File: src/rtl/block_arbiter_if.sv
`default_nettype none
// ============================================================================
//  Module      : block_arbiter_if
//  Description : Bundle between the block sources and the block arbiter.
//                Source side : src_req, src_gnt, src_data, src_sof
//                Output side : out_valid, out_data, out_sob, out_eob,
//                              out_sof, out_src, busy
//                master = source/sink side, slave = arbiter side.
//  Revision    : 1.0  initial release
// ============================================================================
interface block_arbiter_if #(
    parameter int N_SRC = 3,
    parameter int W_IO  = 8
);
    localparam int c_src_w = (N_SRC > 1) ? $clog2(N_SRC) : 1;

    logic [N_SRC-1:0]                src_req;
    logic [N_SRC-1:0]                src_gnt;
    logic [N_SRC-1:0][7:0][W_IO-1:0] src_data;
    logic [N_SRC-1:0]                src_sof;
    logic                            out_valid;
    logic [7:0][W_IO-1:0]            out_data;
    logic                            out_sob;
    logic                            out_eob;
    logic                            out_sof;
    logic [c_src_w-1:0]              out_src;
    logic                            busy;

    modport master (
        output src_req, src_data, src_sof,
        input  src_gnt, out_valid, out_data, out_sob, out_eob, out_sof,
               out_src, busy
    );

    modport slave (
        input  src_req, src_data, src_sof,
        output src_gnt, out_valid, out_data, out_sob, out_eob, out_sof,
               out_src, busy
    );
endinterface
`default_nettype wire

File: src/rtl/block_arbiter.sv
`default_nettype none
// ============================================================================
//  Module      : block_arbiter
//  Description : Round-robin scheduler sharing one 8x8 block datapath among
//                N_SRC block sources. Whole blocks (8 rows) are granted
//                atomically and muxed onto a single registered row stream
//                with sob/eob framing, forwarded sof and a source tag.
//  Ports       : clk   - clock
//                rst_n - asynchronous active-low reset
//                bus   - block_arbiter_if.slave (requests, grants, row data,
//                        output row stream, busy)
//  Revision    : 1.0  initial release
// ============================================================================
module block_arbiter #(
    parameter int N_SRC = 3,
    parameter int W_IO  = 8,
    parameter int GAP   = 0
) (
    input wire             clk,
    input wire             rst_n,
    block_arbiter_if.slave bus
);
    localparam int                 c_src_w    = (N_SRC > 1) ? $clog2(N_SRC) : 1;
    localparam logic [2:0]         c_last_row = 3'd7;
    localparam logic [3:0]         c_gap_last = (GAP > 0) ? 4'(GAP - 1) : 4'd0;
    // Pointer starts on the last source so source 0 is searched first.
    localparam logic [c_src_w-1:0] c_ptr_rst  = c_src_w'(N_SRC - 1);

    typedef enum logic [1:0] {
        S_IDLE = 2'd0,
        S_XFER = 2'd1,
        S_GAP  = 2'd2
    } state_t;

    state_t               r_state, w_state_nxt;
    logic [2:0]           r_row, w_row_nxt;
    logic [3:0]           r_gap, w_gap_nxt;
    logic [c_src_w-1:0]   r_ptr, w_ptr_nxt;
    logic [c_src_w-1:0]   r_cur, w_cur_nxt;
    logic [N_SRC-1:0]     r_gnt, w_gnt_nxt;

    logic                 w_decide;
    logic                 w_found;
    logic [c_src_w-1:0]   w_win;
    logic [c_src_w-1:0]   w_idx;

    logic                 r_out_valid;
    logic [7:0][W_IO-1:0] r_out_data;
    logic                 r_out_sob;
    logic                 r_out_eob;
    logic                 r_out_sof;
    logic [c_src_w-1:0]   r_out_src;

    // Round-robin search: first requester strictly after the pointer,
    // wrapping around, so the last winner has lowest priority.
    always_comb begin
        w_found = 1'b0;
        w_win   = r_ptr;
        w_idx   = '0;
        for (int k = 1; k <= N_SRC; k++) begin
            w_idx = c_src_w'((int'(r_ptr) + k) % N_SRC);
            if (!w_found && bus.src_req[w_idx]) begin
                w_found = 1'b1;
                w_win   = w_idx;
            end
        end
    end

    // Requests are only looked at in IDLE, on the last row when blocks run
    // back-to-back, or on the last gap cycle.
    always_comb begin
        w_decide = (r_state == S_IDLE)
                || ((r_state == S_XFER) && (r_row == c_last_row) && (GAP == 0))
                || ((r_state == S_GAP)  && (r_gap == c_gap_last));
    end

    always_comb begin
        w_state_nxt = r_state;
        w_row_nxt   = r_row;
        w_gap_nxt   = r_gap;
        w_ptr_nxt   = r_ptr;
        w_cur_nxt   = r_cur;
        w_gnt_nxt   = '0;

        case (r_state)
            S_IDLE: begin
                w_state_nxt = S_IDLE;
            end
            S_XFER: begin
                w_row_nxt = r_row + 3'd1;
                if (r_row == c_last_row) begin
                    if (GAP == 0) begin
                        w_state_nxt = S_IDLE;
                    end else begin
                        w_state_nxt = S_GAP;
                        w_gap_nxt   = 4'd0;
                    end
                end
            end
            S_GAP: begin
                w_gap_nxt = r_gap + 4'd1;
                if (r_gap == c_gap_last) begin
                    w_state_nxt = S_IDLE;
                end
            end
            default: begin
                w_state_nxt = S_IDLE;
            end
        endcase

        // A win at a decision point overrides the fall-back above and
        // starts the next block on row 0 without a bubble.
        if (w_decide && w_found) begin
            w_state_nxt = S_XFER;
            w_row_nxt   = 3'd0;
            w_ptr_nxt   = w_win;
            w_cur_nxt   = w_win;
        end

        // Grant is registered alongside the state so it is high exactly
        // for the cycles spent in XFER.
        if (w_state_nxt == S_XFER) begin
            w_gnt_nxt[w_cur_nxt] = 1'b1;
        end
    end

    always_ff @(posedge clk or negedge rst_n) begin
        if (!rst_n) begin
            r_state <= S_IDLE;
            r_row   <= 3'd0;
            r_gap   <= 4'd0;
            r_ptr   <= c_ptr_rst;
            r_cur   <= '0;
            r_gnt   <= '0;
        end else begin
            r_state <= w_state_nxt;
            r_row   <= w_row_nxt;
            r_gap   <= w_gap_nxt;
            r_ptr   <= w_ptr_nxt;
            r_cur   <= w_cur_nxt;
            r_gnt   <= w_gnt_nxt;
        end
    end

    // Row capture: every XFER cycle takes the granted source's row; data and
    // tag hold their last value outside a block.
    always_ff @(posedge clk or negedge rst_n) begin
        if (!rst_n) begin
            r_out_valid <= 1'b0;
            r_out_data  <= '0;
            r_out_sob   <= 1'b0;
            r_out_eob   <= 1'b0;
            r_out_sof   <= 1'b0;
            r_out_src   <= '0;
        end else begin
            r_out_valid <= (r_state == S_XFER);
            r_out_sob   <= (r_state == S_XFER) && (r_row == 3'd0);
            r_out_eob   <= (r_state == S_XFER) && (r_row == c_last_row);
            r_out_sof   <= (r_state == S_XFER) && (r_row == 3'd0) && bus.src_sof[r_cur];
            if (r_state == S_XFER) begin
                r_out_data <= bus.src_data[r_cur];
                r_out_src  <= r_cur;
            end
        end
    end

    assign bus.src_gnt   = r_gnt;
    assign bus.out_valid = r_out_valid;
    assign bus.out_data  = r_out_data;
    assign bus.out_sob   = r_out_sob;
    assign bus.out_eob   = r_out_eob;
    assign bus.out_sof   = r_out_sof;
    assign bus.out_src   = r_out_src;
    assign bus.busy      = (r_state != S_IDLE);

endmodule
`default_nettype wire
File: src/flat_wrapper.sv
// flat-port wrapper written by rule: the top's interface ports become plain ports
module block_arbiter_flat 
#(
    parameter int N_SRC = 3,
    parameter int W_IO  = 8,
    parameter int GAP   = 0
)
  (clk, rst_n, bus_src_req, bus_src_data, bus_src_sof, bus_src_gnt, bus_out_valid, bus_out_data, bus_out_sob, bus_out_eob, bus_out_sof, bus_out_src, bus_busy);
  block_arbiter_if #(.N_SRC(N_SRC), .W_IO(W_IO)) bus_i ();
  input wire clk;
  input wire rst_n;
  input wire logic [$bits(bus_i.src_req)-1:0] bus_src_req;
  input wire logic [$bits(bus_i.src_data)-1:0] bus_src_data;
  input wire logic [$bits(bus_i.src_sof)-1:0] bus_src_sof;
  output wire logic [$bits(bus_i.src_gnt)-1:0] bus_src_gnt;
  output wire logic [$bits(bus_i.out_valid)-1:0] bus_out_valid;
  output wire logic [$bits(bus_i.out_data)-1:0] bus_out_data;
  output wire logic [$bits(bus_i.out_sob)-1:0] bus_out_sob;
  output wire logic [$bits(bus_i.out_eob)-1:0] bus_out_eob;
  output wire logic [$bits(bus_i.out_sof)-1:0] bus_out_sof;
  output wire logic [$bits(bus_i.out_src)-1:0] bus_out_src;
  output wire logic [$bits(bus_i.busy)-1:0] bus_busy;
  assign bus_i.src_req = bus_src_req;
  assign bus_i.src_data = bus_src_data;
  assign bus_i.src_sof = bus_src_sof;
  assign bus_src_gnt = bus_i.src_gnt;
  assign bus_out_valid = bus_i.out_valid;
  assign bus_out_data = bus_i.out_data;
  assign bus_out_sob = bus_i.out_sob;
  assign bus_out_eob = bus_i.out_eob;
  assign bus_out_sof = bus_i.out_sof;
  assign bus_out_src = bus_i.out_src;
  assign bus_busy = bus_i.busy;
  block_arbiter #(.N_SRC(N_SRC), .W_IO(W_IO), .GAP(GAP)) u_core (.clk(clk), .rst_n(rst_n), .bus(bus_i));
endmodule
File: config.mk
export PLATFORM = sky130hd
export DESIGN_NAME = block_arbiter_flat
export DESIGN_NICKNAME = d
export VERILOG_FILES = /design/src/rtl/block_arbiter_if.sv /design/src/rtl/block_arbiter.sv /design/src/flat_wrapper.sv
export SDC_FILE = /design/constraint.sdc
export NUM_CORES = 1
export LEC_CHECK = 0
export CORE_UTILIZATION = 30
export CTS_BUF_LIST = sky130_fd_sc_hd__clkbuf_2
export CTS_CLUSTER_SIZE = 12
export DETAILED_ROUTE_END_ITERATION = 10
export PLACE_DENSITY = 0.64
export SYNTH_ARGS = -nofsm -noshare
export SYNTH_HDL_FRONTEND = slang
export SYNTH_SLANG_ARGS = --single-unit
File: constraint.sdc
create_clock -name clk -period 4 [get_ports clk]
set_input_delay 0.6 -clock clk [delete_from_list [all_inputs] [get_ports clk]]
set_output_delay 0.6 -clock clk [all_outputs]
set_load 0.005 [all_outputs]
## Word level (Yosys, flattened, before mapping)

Index checks and enable logic that the tools add are counted.

| cells by class | value |
|---|---|
| equality and inequality tests | 4 |
| multiplexer cells | 26 |
| reduce and logical (&&, ||, !) cells | 17 |
| magnitude comparators | 6 |
| divide/modulo/power cells | 3 |
| add/subtract/negate cells | 5 |

Operators with widths:

| operator | count |
|---|---|
| 64-bit binary-select mux with 2-bit select | 1 |
| 32-bit by 3-bit remainder unit with 32-bit output, second input constant | 3 |
| 64-bit two-way mux | 1 |
| 2-bit by 3-bit < comparator with 1-bit output, second input constant | 5 |
| 2-bit two-way mux | 7 |
| 3-bit two-way mux | 3 |
| 1-bit binary-select mux with 2-bit select | 4 |
| 1-bit logical AND | 8 |
| 1-bit two-way mux | 8 |
| 2-bit by 2-bit adder with 3-bit output, second input constant | 2 |
| 4-bit by 1-bit adder with 4-bit output, second input constant | 1 |
| 2-bit by 1-bit == test with 1-bit output, second input constant | 2 |
| 4-bit logical NOT | 1 |
| 2-bit case mux with 2 select lines | 1 |
| 2-bit nonzero test | 2 |
| 2-bit by 1-bit adder with 3-bit output, second input constant | 1 |
| 3-bit by 1-bit adder with 3-bit output, second input constant | 1 |
| 3-bit == test, second input constant | 1 |
| 3-bit logical NOT | 1 |
| 1-bit demux with 2-bit select | 1 |
| 2-bit == test, second input constant | 1 |
| 2-bit by 1-bit greater-or-equal comparator with 1-bit output, second input constant | 1 |
| 1-bit logical NOT | 2 |
| 2-bit logical NOT | 1 |
| 1-bit logical OR | 2 |

| word-level totals | value |
|---|---|
| word-level logic and storage cells | 80 |
| register bits | 86 |
| input bits | 200 |

## Logic depth before layout (Yosys ltp)

Gate-level depths: netlist of run 1.

| depth | value |
|---|---|
| word-level depth | 18 |
| depth in mapped cells | 9 |
| depth with buffers taken out | 7 |

## Worst setup path before layout of run 1

No wires, ideal clock.

| path | value |
|---|---|
| path type | reg2reg |
| start point | register u_core.r_ptr[1] |
| end point | register u_core.r_gnt[0], in the netlist u_core.bus.src_gnt[0] |
| data required time | 3.919 ns |
| arrival time | 1.925 ns |
| cell stages (with the launch flop) | 10 |
| period minus slack after synthesis | 2.006 ns |
| slack | 1.994 ns |
| setup time | 0.081 ns |
| path through | dfstp_2 > inv_1 > ha_1 > buf_6 > a22o_4 > a211oi_4 > a2bb2oi_2 > buf_6 > nand4_4 > a31oi_2 |

| between the ends | value |
|---|---|
| word-level cells in the longest chain between the ends | 18 |

Ends and longest elaborated chain:

| item | RTL line | text |
|---|---|---|
| start, declared | block_arbiter.sv:38 | `logic [c_src_w-1:0] r_ptr, w_ptr_nxt;` |
| start signal, assigned | block_arbiter.sv:132 | `r_ptr <= c_ptr_rst;` |
| start signal, assigned | block_arbiter.sv:139 | `r_ptr <= w_ptr_nxt;` |
| 2-bit by 1-bit adder with 3-bit output | block_arbiter.sv:61 | `w_idx = c_src_w'((int'(r_ptr) + k) % N_SRC);` |
| 32-bit by 3-bit remainder unit with 32-bit output | block_arbiter.sv:61 |  |
| 1-bit binary-select mux with 2-bit select | block_arbiter.sv:62 | `if (!w_found && bus.src_req[w_idx]) begin` |
| 1-bit two-way mux (not written as such) | block_arbiter.sv:62 |  |
| 1-bit two-way mux | block_arbiter.sv:62 |  |
| 1-bit logical NOT | block_arbiter.sv:62 |  |
| 1-bit logical AND | block_arbiter.sv:62 |  |
| 1-bit two-way mux | block_arbiter.sv:62 |  |
| [3 not listed] | - |  |
| 1-bit logical AND | block_arbiter.sv:113 | `if (w_decide && w_found) begin` |
| 2-bit two-way mux | block_arbiter.sv:113 |  |
| 2-bit by 3-bit < comparator with 1-bit output (not written as such) / 2-bit by 1-bit greater-or-equal comparator with 1-bit output (equally long branches) | block_arbiter.sv:123 | `w_gnt_nxt[w_cur_nxt] = 1'b1;` |
| 1-bit logical AND (not written as such) | block_arbiter.sv:123 |  |
| 1-bit two-way mux (not written as such) | block_arbiter.sv:123 |  |
| 1-bit demux with 2-bit select | - |  |
| 3-bit two-way mux * | block_arbiter.sv:122 | `if (w_state_nxt == S_XFER) begin` |
| net u_core.w_gnt_nxt[0] | block_arbiter.sv:40 | `logic [N_SRC-1:0] r_gnt, w_gnt_nxt;` |
| end signal, assigned | block_arbiter.sv:141 | `r_gnt <= w_gnt_nxt;` |
| end, declared | block_arbiter.sv:40 |  |

Mark *: on every way through the listed nets, which the timed path passes. The rest lies on a longest branch. The select of a mux whose other input is x is not followed.
A chain may end at the register's enable or synchronous reset.

## Final worst setup path of run 1

| path | value |
|---|---|
| start point | register u_core.r_state[0] |
| end point | output bus_busy |

| between the ends | value |
|---|---|
| word-level cells in the longest chain between the ends | 1 |

Ends and longest elaborated chain:

| item | RTL line | text |
|---|---|---|
| start, declared | block_arbiter.sv:35 | `state_t r_state, w_state_nxt;` |
| start signal, assigned | block_arbiter.sv:136 | `r_state <= w_state_nxt;` |
| 2-bit nonzero test | block_arbiter.sv:174 | `assign bus.busy = (r_state != S_IDLE);` |
| end, declared | flat_wrapper.sv:22 | `output wire logic [$bits(bus_i.busy)-1:0] bus_busy;` |

No other way between the ends.

==> results of run 1 <==
==> cell type report <==
cell class | instances | area, µm²
multi-input cells | 404 | 2440
clock buffers | 11 | 55.1
clock inverters | 5 | 75.1
flip-flops and latches | 86 | 2160
well taps | 211 | 264
fillers | 1454 | 7620
repair buffers | 278 | 2770
inverters | 11 | 41.3
==> worst min-delay path by stage <==
| stage | start | endpoint | slack [ns] | depth (start not counted) |
|---|---|---|---|---|
| 2_1_floorplan | rst_n | u_core.bus.out_data[0] | 0.30 | 0 |
| 3_3_place_gp | u_core.r_gap[3] | u_core.r_gap[3] | 0.48 | 1 |
| 3_5_place_dp | u_core.r_gap[3] | u_core.r_gap[3] | 0.49 | 1 |
| 4_1_cts | rst_n | u_core.bus.out_data[49] | 0.04 | 1 |
| 5_1_grt | rst_n | u_core.bus.out_data[48] | 0.06 | 1 |
| 6_report | rst_n | u_core.bus.out_data[49] | 0.06 | 1 |
==> registers in the layout, indices dropped and copies added, names as in the netlist <==
register,flops
u_core.r_ptr,2
u_core.r_gap,4
u_core.r_row,3
u_core.bus.out_data,64
u_core.bus.out_src,2
u_core.r_cur,2
u_core.bus.out_valid,1
u_core.bus.out_sob,1
u_core.bus.out_sof,1
u_core.bus.out_eob,1
u_core.bus.src_gnt,3
u_core.r_state,2
==> placed cells by master (no fill, tap or decap), types with 4 or more instances in the layout <==
cell type	n
a21oi_1	131
o21ai_0	4
dfrtp_1	83
clkdlybuf4s50_1	272
nand2b_1	5
nor2_1	133
inv_1	11
and2_1	5
buf_4	6
nand2_1	10
a21o_1	4
ha_1	10
mux2i_1	66
clkbuf_2	11
==> critical path: cells and delay by family (launching register included) <==
kind / cells / cell delay (ns)
flip-flops: 1 / 0.55
buffers and inverters: 3 / 0.66
adder cells (fa/ha/maj): 1 / 0.23
==> stage by stage <==
step	cell area, µm²	hold slack, ns	utilization, %
6_report	7800	0.0646	50.6
5_1_grt	7800	0.0594	50.6
4_1_cts	7800	0.0367	50.6
3_5_place_dp	7670	0.488	49.7
3_3_place_gp	7670	0.480	49.7
2_1_floorplan	4800	0.304	-
==> cell usage after synthesis, types with 2 or more instances <==
| library cell | n | area [µm²] |
|---|---|---|
| a21o_1 | 4 | 30.0 |
| o21bai_1 | 2 | 15.0 |
| buf_2 | 12 | 60.1 |
| mux2i_1 | 66 | 661 |
| dfrtp_1 | 85 | 2130 |
| mux2_2 | 3 | 33.8 |
| nand2b_1 | 5 | 31.3 |
| nor3_1 | 2 | 10.0 |
| nor2_1 | 133 | 499 |
| and3_1 | 2 | 12.5 |
| inv_1 | 11 | 41.3 |
| buf_6 | 2 | 22.5 |
| ha_1 | 11 | 138 |
| nand2_1 | 10 | 37.5 |
| xor2_1 | 2 | 17.5 |
| nand4_1 | 2 | 12.5 |
| o22ai_1 | 2 | 12.5 |
| buf_1 | 7 | 26.3 |
| nor2b_1 | 2 | 12.5 |
| xnor2_1 | 2 | 17.5 |
| and2_1 | 5 | 31.3 |
| o21ai_0 | 4 | 20.0 |
| a21oi_1 | 131 | 656 |
| clkbuf_1 | 19 | 71.3 |
| o211ai_1 | 3 | 22.5 |
==> report_power, final <==
| group | internal (mW) | switching (mW) | total [mW] |
|---|---|---|---|
| combinational | 1.45 | 1.27 | 2.72 |
| sequential | 1.28 | 0.302 | 1.58 |
| clock | 0.208 | 0.294 | 0.501 |
| total | 2.94 | 1.87 | 4.81 |
==> cells by family after synthesis <==
group / count (synthesis) / share of synthesized area [%]
XOR/XNOR: 4 / 0.731
buffers and inverters: 51 / 4.62
AO/OA/AOI/OAI: 153 / 17.7
multiplexers: 69 / 14.5
AND/OR/NAND/NOR: 167 / 14.7
adder cells (fa/ha/maj): 11 / 2.87
flip-flops: 86 / 44.9
==> layer usage <==
metal	global-route usage (%)	vias to the layer above	routed length, µm
met4	5.40	0	179
met1	19.7	2168	5940
met3	4.99	15	1370
met5	0	-	0
met2	33.3	200	7500
li1	-	2352	-
==> summary.txt, run 1 <==
STA
  • Worst slew pin tran: 0.814 ns
  • Fmax: 386 MHz
  • Unrepaired setup endpoints after global routing: no
  • Setup ws final: 1.41 ns
  • Final Skew: 0.0260 ns
  • Setup TNS: 0 ns
  • Tmin final: 2.59 ns
  • Hold Vio Cnt, Final: 0
  • Max-slew headroom: 45.7%
  • Fin crit share: 64.7%
  • Final Setup Violations: 0
  • Max Slew Vio Count: 0

Placed design
  • Port Buf Inserts: 273
  • Placer Congestion: 0.778
  • HPWL Detailed: 11000 µm
  • Inst Count DP: 990
  • Pre-CTS setup slack: 1.40 ns

Die
  • Initial Util: 31.1%
  • Die Area: 16500 µm²
  • Core area: 15400 µm²
  • Chip width: 128 µm
  • I/O Pins: 274
  • Die H: 128 µm
  • Rows: 45

Synth
  • Post-synthesis sequential area ratio: 44.9%
  • Post-synth ARST share: 100%
  • Net Count, Synth: 752
  • Prevailing post-synth register cell: dfrtp_1
  • Syn. warnings: 0
  • Synth Area per Inst: 8.86 µm²
  • Cells after synthesis: 541
  • Number of flops mapped to enable cells by yosys: 0
  • Syn Std Cell Area: 4800 µm²
  • #FFs+latches synth: 86
  • Yosys cell types: 39

Run
  • Max-Cap Viols: 0

Critical path
  • FF-to-FF path depth: 7
  • Req. time, crit path: 3.40 ns
  • Cell mode on critical path: inv_1
  • Crit path to: bus_busy
  • Critical Path Source: u_core.r_state[0]
  • RR Startpoint: u_core.r_ptr[1]
  • Reg-to-reg endpoint: u_core.bus.src_gnt[2]
  • Crit path largest cell delay: 0.55 ns
  • Setup crit start kind: register
  • CP Cell Sequence: inv_1 -> ha_1 -> inv_1 -> clkdlybuf4s50_1
  • Worst Setup End Kind: output pin
  • R2R setup slack: 1.60 ns
  • Worst Path Max Fanout: 5
  • CP Data Arrival Time: 1.99 ns
  • Critical path class: register to output pin
  • Critical Path Slowest Stage Cell: dfrtp_1

CTS
  • CTS clk-pin slew, worst paths: 0.23 ns
  • CTS resizes: 0
  • H-Tree Depth: 3
  • Root Buffer: clkbuf_2
  • Max clock buf depth: 2
  • Post-CTS Setup Bufs: 0
  • CTS Buf Count: 9
  • Post-cts hold buffer count: 0
  • Later-pin clock latency in the skew report: 0.55 ns
  • CTS tree: done
  • Num Clock Sinks: 86

GRT
  • Largest net degree at the start of global routing: 81
  • Overflow after GRT: 0
  • Antenna violations before repair: 0
  • First-pass GRT wire length: 23100 µm
  • Total track usage: 17.9%
  • Vias in the first global route: 4671

Power and ir drop
  • Pwr dens: 616 nW/µm²
  • Tot Pwr: 4.81 mW
  • Peak VDD IR: 0.297 mV
  • LEAKAGE: 3.17 nW

Cells and area
  • Nets@finish: 1001
  • Layout cells sized above 1: 4.28%
  • Area growth from synthesis to final layout: 62.7%
  • Inserted Diodes: 0
  • Finished Layout Cells: 1006

Detailed routing
  • Wire per inst: 14.9 µm
  • Vias per cell: 4.71
  • Post-DRT Antenna Nets: 0
  • Pre-Repair DR Iteration Count: 4
  • Via count: 4735
  • Initial DRC count: 149
  • Residual DRC: 0
  • Total wire length: 15000 µm

Min path
  • HP Class: input port to async pin

Outcome
  • Status: completed
No activity file was read; power rests on OpenSTA's default activity.
==> run 2: changes to the inputs <==
PLACE_DENSITY = 0.66   (was 0.64)
clock period = 2.35 ns   (was 4 ns; I/O delays follow)
==> run 2 against run 1 <==
Die area unchanged. Total power up 73%. Non-clock buffer count up 8.
==> summary.txt, run 2 (synthesized netlist as in run 1, its figures left out) <==
Power and ir drop
  • LEAKAGE: 3.24 nW
  • Pwr dens: 1050 nW/µm²
  • Peak VDD IR: 0.518 mV
  • Tot Pwr: 8.33 mW

Critical path
  • Critical path class: register to register
  • Critical Path Source: u_core.r_ptr[1]
  • FF-to-FF path depth: 7
  • RR Startpoint: u_core.r_ptr[1]
  • Worst Path Max Fanout: 5
  • Req. time, crit path: 2.82 ns
  • CP Data Arrival Time: 2.68 ns
  • Reg-to-reg endpoint: u_core.bus.src_gnt[2]
  • Worst Setup End Kind: register
  • R2R setup slack: 0.14 ns
  • Setup crit start kind: register

STA
  • Fmax: 452 MHz
  • Final Skew: 0.0452 ns
  • Hold Vio Cnt, Final: 0
  • Worst slew pin tran: 0.587 ns
  • Setup ws final: 0.139 ns
  • Max-slew headroom: 60.9%
  • Setup TNS: 0 ns
  • Max Slew Vio Count: 0
  • Unrepaired setup endpoints after global routing: no
  • Final Setup Violations: 0
  • Fin crit share: 94.1%
  • Hold WS: 0.300 ns
  • Tmin final: 2.21 ns

Die
  • Chip width: 128 µm
  • Die H: 128 µm
  • Core area: 15400 µm²
  • Initial Util: 31.1%
  • Die Area: 16500 µm²
  • Rows: 45
  • I/O Pins: 274

Placed design
  • HPWL Detailed: 11200 µm
  • Placer Congestion: 0.776
  • Pre-CTS setup slack: 0.0756 ns
  • Port Buf Inserts: 273

GRT
  • Overflow after GRT: 0
  • Vias in the first global route: 4520
  • Largest net degree at the start of global routing: 61
  • First-pass GRT wire length: 22000 µm
  • Antenna violations before repair: 1
  • Total track usage: 16.9%

Cells and area
  • Number of fill cells: 1432
  • Most common cell after layout, fill and taps aside: clkdlybuf4s50_1
  • Layout cells sized above 1: 5.48%
  • Nets@finish: 1009
  • Area growth from synthesis to final layout: 65.1%
  • Most frequent cells in the layout: 272 x clkdlybuf4s50_1, 133 x nor2_1, 131 x a21oi_1
  • Max FFs per register: 64
  • Inserted Diodes: 0

Detailed routing
  • Via count: 4720
  • Residual DRC: 0
  • Total wire length: 14700 µm
  • Initial DRC count: 204
  • Post-DRT Antenna Nets: 0
  • Pre-Repair DR Iteration Count: 6
  • Vias per cell: 4.65
  • Wire per inst: 14.5 µm

Min path
  • HP Class: input port to async pin

CTS
  • CTS Buf Count: 9
  • Max clock buf depth: 2
  • CTS clk-pin slew, worst paths: 0.25 ns
  • CTS tree: done
  • Root Buffer: clkbuf_2
  • Later-pin clock latency in the skew report: 0.54 ns
  • H-Tree Depth: 3
  • Num Clock Sinks: 86

Run
  • Max-Cap Viols: 0

Outcome
  • Status: completed
==> run 2: how the worst max path moves through the flow <==
stage	end	slack, ns	depth (start not counted)
floorplan	u_core.bus.src_gnt[0]	0.34	9
global placement	u_core.bus.src_gnt[1]	0.19	6
detailed placement	u_core.bus.src_gnt[1]	0.08	6
CTS	bus_busy	0.03	4
global route	bus_busy	0.01	4
finish	u_core.bus.src_gnt[2]	0.14	7
==> run 2: through the flow <==
step | util (%) | cells | area [µm²]
after CTS | 51.2 | 1013 | 7900
after floorplan | - | 541 | 4800
final | 51.3 | 1014 | 7920
after global placement | 50.3 | 996 | 7750
after global routing | 51.3 | 1014 | 7920
after detailed placement | 50.3 | 996 | 7750
==> run 2: cell type report <==
cell class	count	area [µm²]	area share [%]
clock inverters	3	68.8	0.869
multi-input cells	404	2450	31.0
flip-flops and latches	86	2160	27.3
clock buffers	13	65.1	0.822
well taps	211	264	3.33
repair buffers	286	2870	36.2
inverters	11	41.3	0.521
==> run 2: critical path, stage by stage (launching register included) <==
cell and delay [ns]:
dfstp_2 0.62, inv_1 0.05, ha_1 0.21, a22o_4 0.28, a211oi_4 0.35, o211ai_1 0.18, a21oi_2 0.30, o21bai_1 0.16
==> run 2: routing by layer <==
metal  vias to the layer above  part of all wire [%]  GRT usage, %
met5                         -                 0.088             0
met4                         2                   1.0          5.33
met3                        14                   9.3          4.70
met2                       184                    50          31.1
met1                      2151                    39          18.9
li1                       2369                     -             -
==> run 2: report_power, final <==
part           switching [mW]  internal [mW]  total (mW)
sequential              0.443           2.18        2.63
clock                   0.500          0.373       0.872
combinational            2.25           2.58        4.83
==> run 2: timing repair <==
| item | 4_1_cts | 5_1_grt |
|---|---|---|
| resized for setup | 1 | 1 |
| setup endpoints to repair | 1 | 2 |
| endpoints found under the hold margin | 43 | 0 |
| cloned | 0 | 0 |
| setup buffers | 0 | 1 |
| hold buffers | 1 | 0 |
